`config.mk`:
```
export PLATFORM = sky130hd
export DESIGN_NAME = two_phase_tx_sched
export DESIGN_NICKNAME = d
export VERILOG_FILES = /design/src/rtl/two_phase_tx_sched_pkg.sv /design/src/rtl/two_phase_tx_sched_rr_arbiter.sv /design/src/rtl/two_phase_tx_sched.sv
export SDC_FILE = /design/constraint.sdc
export NUM_CORES = 1
export LEC_CHECK = 0
export ABC_CLOCK_PERIOD_IN_PS = 4250
export CAP_MARGIN = 20
export CORE_MARGIN = 1.5
export CORE_UTILIZATION = 40
export DETAILED_ROUTE_END_ITERATION = 10
export PLACE_DENSITY = 0.69
export RECOVER_POWER = 100
export REMOVE_ABC_BUFFERS = 1
export SYNTH_ARGS = -nofsm -noshare
export SYNTH_HDL_FRONTEND = slang
export SYNTH_SLANG_ARGS = --single-unit
```
`constraint.sdc`:
```
create_clock -name clkA -period 4.25 [get_ports clkA]
set_clock_uncertainty 0.1 [all_clocks]
set_input_delay 0.85 -clock clkA [delete_from_list [all_inputs] [get_ports clkA]]
set_output_delay 0.85 -clock clkA [all_outputs]
set_load 0.01 [all_outputs]
```
`src/rtl/two_phase_tx_sched_pkg.sv`:
```
// Shared types and helpers for the two-phase handshake transmit scheduler.
// Pure declarations: no logic, no latency, no flow control.
package two_phase_pkg;

    typedef enum logic [1:0] {
        IDLE  = 2'd0,
        WAIT  = 2'd1,
        DRAIN = 2'd2
    } state_e;

    localparam int DEF_NREQ    = 4;
    localparam int DEF_DW      = 8;
    localparam int DEF_TIMEOUT = 255;

    // Ceiling log2, floored at 1 so a degenerate parameter never yields a zero-width vector.
    function automatic int clog2(input int value);
        int w;
        w = 0;
        while ((1 << w) < value) begin
            w++;
        end
        return (w < 1) ? 1 : w;
    endfunction

endpackage

```
`src/rtl/two_phase_tx_sched_rr_arbiter.sv`:
```
// Round-robin picker: first valid index searching upward from ptr+1 with wrap.
// Combinational, zero latency; the pointer register lives in the parent.
module rr_arbiter
    import two_phase_pkg::*;
#(
    parameter int NREQ = DEF_NREQ,
    parameter int IW   = clog2(NREQ)
) (
    input  logic [NREQ-1:0] req,
    input  logic [IW-1:0]   ptr,
    output logic [NREQ-1:0] gnt_oh,
    output logic [IW-1:0]   gnt_idx,
    output logic            any_vld
);

    logic [IW-1:0] cand;

    always_comb begin
        gnt_oh  = '0;
        gnt_idx = '0;
        any_vld = 1'b0;
        cand    = '0;
        for (int i = 1; i <= NREQ; i++) begin
            cand = IW'((int'(ptr) + i) % NREQ);
            if (!any_vld && req[cand]) begin
                any_vld       = 1'b1;
                gnt_idx       = cand;
                gnt_oh[cand]  = 1'b1;
            end
        end
    end

endmodule

```
`src/rtl/two_phase_tx_sched.sv`:
```
// Shares one two-phase toggle handshake among NREQ requesters; grant registered one cycle after request.
// Holds hs_data until ack or timeout; late acks after a timeout are drained and never attributed.
module two_phase_tx_sched
    import two_phase_pkg::*;
#(
    parameter int NREQ    = DEF_NREQ,
    parameter int DW      = DEF_DW,
    parameter int TIMEOUT = DEF_TIMEOUT
) (
    input  logic                     clkA,
    input  logic                     rstA_n,
    input  logic [NREQ-1:0]          req_valid,
    input  logic [NREQ*DW-1:0]       req_data,
    output logic [NREQ-1:0]          req_done,
    output logic                     req_err,
    output logic                     hs_req,
    output logic [DW-1:0]            hs_data,
    input  logic                     hs_ack,
    output logic                     busy,
    output logic [$clog2(NREQ)-1:0]  grant_id,
    output logic                     to_err,
    output logic                     proto_err,
    input  logic                     err_clr
);

    localparam int IW = $clog2(NREQ);
    localparam int CW = clog2(TIMEOUT + 1);
    localparam logic [CW-1:0] CNT_MAX  = {CW{1'b1}};
    localparam logic [CW-1:0] CNT_LAST = (TIMEOUT == 0) ? '0 : CW'(TIMEOUT - 1);
    localparam logic [IW-1:0] PTR_RST  = IW'(NREQ - 1);

    state_e            state_q, state_d;
    logic [IW-1:0]     ptr_q, ptr_d;
    logic [CW-1:0]     cnt_q, cnt_d;
    logic [IW-1:0]     grant_id_q, grant_id_d;
    logic [DW-1:0]     hs_data_q, hs_data_d;
    logic              hs_req_q, hs_req_d;
    logic [NREQ-1:0]   req_done_q, req_done_d;
    logic              req_err_q, req_err_d;
    logic              to_err_q, to_err_d;
    logic              proto_err_q, proto_err_d;

    logic [NREQ-1:0]   arb_oh;
    logic [IW-1:0]     arb_idx;
    logic              arb_any;
    logic [DW-1:0]     pick_word;

    rr_arbiter #(
        .NREQ (NREQ),
        .IW   (IW)
    ) u_arb (
        .req     (req_valid),
        .ptr     (ptr_q),
        .gnt_oh  (arb_oh),
        .gnt_idx (arb_idx),
        .any_vld (arb_any)
    );

    always_comb begin
        pick_word = '0;
        for (int i = 0; i < NREQ; i++) begin
            if (arb_oh[i]) begin
                pick_word = pick_word | req_data[i*DW +: DW];
            end
        end
    end

    always_comb begin
        state_d     = state_q;
        ptr_d       = ptr_q;
        cnt_d       = cnt_q;
        grant_id_d  = grant_id_q;
        hs_data_d   = hs_data_q;
        hs_req_d    = 1'b0;
        req_done_d  = '0;
        req_err_d   = 1'b0;
        // Clear first so a same-cycle error event below overrides it.
        to_err_d    = to_err_q & ~err_clr;
        proto_err_d = proto_err_q & ~err_clr;

        case (state_q)
            IDLE: begin
                if (hs_ack) begin
                    proto_err_d = 1'b1;
                end
                if (arb_any) begin
                    grant_id_d = arb_idx;
                    hs_data_d  = pick_word;
                    hs_req_d   = 1'b1;
                    cnt_d      = '0;
                    ptr_d      = arb_idx;
                    state_d    = WAIT;
                end
            end
            WAIT: begin
                cnt_d = (cnt_q == CNT_MAX) ? cnt_q : cnt_q + CW'(1);
                if (hs_ack) begin
                    req_done_d = NREQ'(1) << grant_id_q;
                    state_d    = IDLE;
                end else if ((TIMEOUT != 0) && (cnt_q == CNT_LAST)) begin
                    req_done_d = NREQ'(1) << grant_id_q;
                    req_err_d  = 1'b1;
                    to_err_d   = 1'b1;
                    state_d    = DRAIN;
                end
            end
            DRAIN: begin
                // The aborted transfer's ack still arrives; swallow it so it is not credited to the next grant.
                if (hs_ack) begin
                    state_d = IDLE;
                end
            end
            default: state_d = IDLE;
        endcase
    end

    always_ff @(posedge clkA or negedge rstA_n) begin
        if (!rstA_n) begin
            state_q     <= IDLE;
            ptr_q       <= PTR_RST;
            cnt_q       <= '0;
            grant_id_q  <= '0;
            hs_data_q   <= '0;
            hs_req_q    <= 1'b0;
            req_done_q  <= '0;
            req_err_q   <= 1'b0;
            to_err_q    <= 1'b0;
            proto_err_q <= 1'b0;
        end else begin
            state_q     <= state_d;
            ptr_q       <= ptr_d;
            cnt_q       <= cnt_d;
            grant_id_q  <= grant_id_d;
            hs_data_q   <= hs_data_d;
            hs_req_q    <= hs_req_d;
            req_done_q  <= req_done_d;
            req_err_q   <= req_err_d;
            to_err_q    <= to_err_d;
            proto_err_q <= proto_err_d;
        end
    end

    assign req_done  = req_done_q;
    assign req_err   = req_err_q;
    assign hs_req    = hs_req_q;
    assign hs_data   = hs_data_q;
    assign busy      = (state_q != IDLE);
    assign grant_id  = grant_id_q;
    assign to_err    = to_err_q;
    assign proto_err = proto_err_q;

endmodule

```
==> metrics.md <==
| Metric | Value |
|---|---|
| Synth area leaders | `dfrtp_1, a22o_1, ha_1, inv_1, a222oi_1` |
| Crit path kind | `flop to flop` |
| Leakage Power | `1.28 nW` |
| Synth async-reset ratio | `100%` |
| Largest area contributor in the netlist | `dfrtp_1` |
| Largest net degree at the start of global routing | `31` |
| R2R cell count | `8` |
| Clock power share | `13.0%` |
| Yosys warnings | `0` |
| Worst Hold Path Cells | `1` |
| Count of cell types in the netlist | `52` |
| FMAX | `268 MHz` |
| # Post-CTS Setup Buffers | `0` |
| Total gr overflow | `0` |
| Overall Global Routing Usage | `20.9%` |
| Number of synthesized flops with an enable pin | `0` |
| Final WL | `6.06 mm` |
| Post-synthesis compound-gate area fraction | `32.0%` |
| CP top delay family | `compound AO/OA/AOI/OAI gates` |
| CP Data Arrival Time | `3800 ps` |
| Maxcap violations | `1` |
| Gpl congestion | `0.828` |
| Max transition margin | `-7.11%` |
| Worst-Margin Slew | `1610 ps` |
| Initial antenna violation count | `0` |
| First-pass GRT wire length | `9.89 mm` |
| Starting Density | `42.4%` |
| Clk slew on worst S/H paths | `70 ps` |
| Min-delay worst type | `flop to flop` |
| Required @ worst endpoint | `4320 ps` |
| Placement row count | `26` |
| Vias per cell | `5.86` |
| Skew-Pair Late Insertion Delay | `280 ps` |
| Final Critical Period | `3730 ps` |
| Worst path buffer plus inverter count | `1` |
| Worst r2r dst | `hs_data[1]$_DFFE_PN0P_` |
| Core ar. | `5200 µm²` |
| Final ANT Viol Nets | `0` |
| Tcrit/Tclk final | `87.8%` |
| Share of layout cells above drive strength 1 | `5.54%` |
| Most frequent CP cell | `a211oi_1` |
| Top FF cell, synth | `dfrtp_1` |
| Vias in the first global route | `1993` |
| Final worst slack | `521 ps` |
| Final net count | `338` |
| Clock sinks | `30` |
| Area grow syn2layout | `30.6%` |
| CTS tree | `yes` |
| Max clock buf depth | `2` |
| Post-synthesis mux area share | `3.18%` |
| CTS root buf | `clkbuf_8` |
| Avg Inst Size Synth | `9.38 µm²` |
| Per-cell routed wire length | `16.9 µm` |
| IO buf count | `58` |
| Critical Path Slowest Stage Cell | `dfstp_1` |
| Post-synthesis xor/xnor area fraction | `1.99%` |
| Antenna Cells | `0` |
| Power per cell area | `653 nW/µm²` |
| DIE WIDTH | `77.2 µm` |
| CP Max Fanout | `16` |
| Mapped Cells | `235` |
| Vias | `2103` |
| # IOs | `59` |
| Int Power | `1.04 mW` |
| Simple-gate share of the synthesized area | `14.0%` |
| Register area share after synthesis | `34.2%` |
| Area of the mapped netlist | `2200 µm²` |
| Peak VDD IR | `0.288 mV` |
| Switching pwr | `0.837 mW` |
| CTS Buf Count | `5` |
| Remaining DRCs | `0` |
| Number of hold buffers added after cts | `0` |
| Endpoints failing setup | `0` |
| Status | `finished, violations left` |
| CTS H-tree lvls | `2` |
| Pre-Repair DR Iteration Count | `7` |
| Top-area cell type share of the netlist area | `31.8%` |
| GRT met1 Usage | `30.1%` |
| HPWL after DPL | `4.25 mm` |
| Met2 Use GR | `31.4%` |
| Flop2flop setup slack | `520 ps` |
| Switching Share | `44.5%` |
| Synth Area in Adders | `5.68%` |
| Flop and latch count out of synthesis | `30` |
| Crit-path cells | `inv_1 -> ha_1 -> nor2b_1 -> a211oi_1 -> a211oi_1 -> a221o_1 -> a22o_1 -> o32a_1` |
| Starting DRT DRC Count | `180` |
| Endpoint, Worst Hold | `to_err$_DFF_PN0_` |
| Final setup TNS | `0 ps` |
| Die Ht | `77.2 µm` |
| CTS resizes | `0` |
| Largest family of logic cells by synthesized area | `compound AO/OA/AOI/OAI gates` |
| Pins Over Slew Limit | `31` |
| Final Hold Fails | `0` |
| Peak per-stage delay on the critical path | `890 ps` |
| CP Capture Type | `flop` |
| Power share of the combinational group | `60.8%` |
| Die area | `5970 µm²` |
| Hold path startpoint | `to_err$_DFF_PN0_` |
| RR Startpoint | `ptr_q[0]$_DFFE_PN1P_` |
| Pre-CTS WS | `537 ps` |
| Met3 global-route usage | `4.52%` |
| RSZ-0062 raised after global routing | `false` |
| Setup crit start kind | `flop` |
| Failing checks | `capacitance limit, slew limit` |
| Flop pwr share | `26.2%` |
| Busiest grt layer | `met2` |
[placed cells by master (no fill, tap or decap), types with 2 or more instances in the layout]
| master | n |
|---|---|
| nand4_1 | 4 |
| nor2_1 | 11 |
| nand3b_1 | 2 |
| and3_1 | 6 |
| o21ai_1 | 2 |
| nand2b_1 | 3 |
| clkbuf_8 | 6 |
| a211oi_1 | 3 |
| ha_1 | 10 |
| a31oi_1 | 2 |
| clkbuf_1 | 3 |
| o211ai_1 | 3 |
| or3b_2 | 2 |
| o32a_1 | 8 |
| nand2_1 | 9 |
| a22oi_1 | 8 |
| a222oi_1 | 8 |
| dfrtp_1 | 28 |
| a21oi_1 | 13 |
| o221ai_1 | 8 |
| clkdlybuf4s50_1 | 36 |
| o31ai_1 | 2 |
| nor3_1 | 2 |
| dlygate4sd3_1 | 22 |
| a21o_1 | 3 |
| nor3b_1 | 5 |
| a22o_1 | 18 |
| or3_1 | 2 |
| nor2b_1 | 4 |
| o21ai_0 | 5 |
| xor2_1 | 5 |
| inv_1 | 24 |
[per-stage QoR]
step | util (%) | hold slack [ps] | instances | power, mW | cell area (µm²)
2_1_floorplan | - | 398 | 219 | 1.23 | 2100
3_3_place_gp | 53.8 | 369 | 351 | 1.65 | 2800
3_5_place_dp | 53.8 | 373 | 351 | 1.67 | 2800
4_1_cts | 55.6 | 388 | 359 | 1.91 | 2890
5_1_grt | 55.3 | 409 | 359 | 2.02 | 2880
6_report | 55.3 | 380 | 359 | 1.88 | 2880
[layer usage]
layer / part of all wire [%] / vias to the layer above
li1: - / 1013
met1: 46 / 989
met2: 45 / 94
met3: 7.4 / 7
met4: 0.87 / 0
met5: 0 / -
[synth_stat cells (3+ instances only)]
library cell,n
a21o_1,3
and3_1,6
o21ai_0,5
nor2b_1,4
inv_1,24
o221ai_1,8
nand2b_1,3
a21oi_1,13
nor2_1,11
xor2_1,5
a22o_1,18
nand2_1,9
buf_2,4
nor3b_1,5
buf_6,3
dfrtp_1,28
o32a_1,8
nand4_1,4
buf_1,3
a211oi_1,3
a22oi_1,8
ha_1,10
a222oi_1,8
o211ai_1,3
clkbuf_1,3
[registers in the layout, summed over array words and instances, names as in the netlist, 2 cells and up]
register,cells
ptr_q,2
grant_id,2
state_q,2
req_done,4
hs_data,8
cnt_q,8
[cell type report]
| cell class | count | area (µm²) |
|---|---|---|
| fill | 497 | 2320 |
| multi-input combinational | 164 | 1250 |
| sequential | 30 | 753 |
| timing repair buffer | 62 | 599 |
| inverter | 25 | 93.8 |
| tap | 70 | 87.6 |
| clock buffer | 6 | 82.6 |
| clock inverter | 2 | 12.5 |
[cell families (layout without fill, tap and decap cells)]
kind of cell	count (synthesis)	in the layout
adder cells (fa/ha/maj)	10	10
XOR/XNOR	5	5
AND/OR/NAND/NOR	55	55
AO/OA/AOI/OAI	90	90
multiplexers	4	4
flip-flops	30	30
buffers and inverters	41	95
[worst max-delay path by stage]
stage                     cells past startpoint                  from  slack, ps                      to
after floorplan                               8  ptr_q[0]$_DFFE_PN1P_       1330  hs_data[0]$_DFFE_PN0P_
after global placement                        7          req_valid[1]        580  hs_data[6]$_DFFE_PN0P_
after detailed placement                      7          req_valid[1]        540  hs_data[1]$_DFFE_PN0P_
after CTS                                     7          req_valid[1]        840  hs_data[0]$_DFFE_PN0P_
after global routing                          8  ptr_q[0]$_DFFE_PN1P_        390  hs_data[0]$_DFFE_PN0P_
final                                         8  ptr_q[0]$_DFFE_PN1P_        520  hs_data[1]$_DFFE_PN0P_
[power by group through the flow]
stage	logic [mW]	registers, mW	clock network (mW)
CTS	1.17	0.496	0.250
global route	1.25	0.511	0.262
global placement	1.15	0.499	0
floorplan	0.724	0.510	0
finish	1.14	0.493	0.244
detailed placement	1.16	0.502	0
Note: power is estimated with default switching activity, not from simulation.
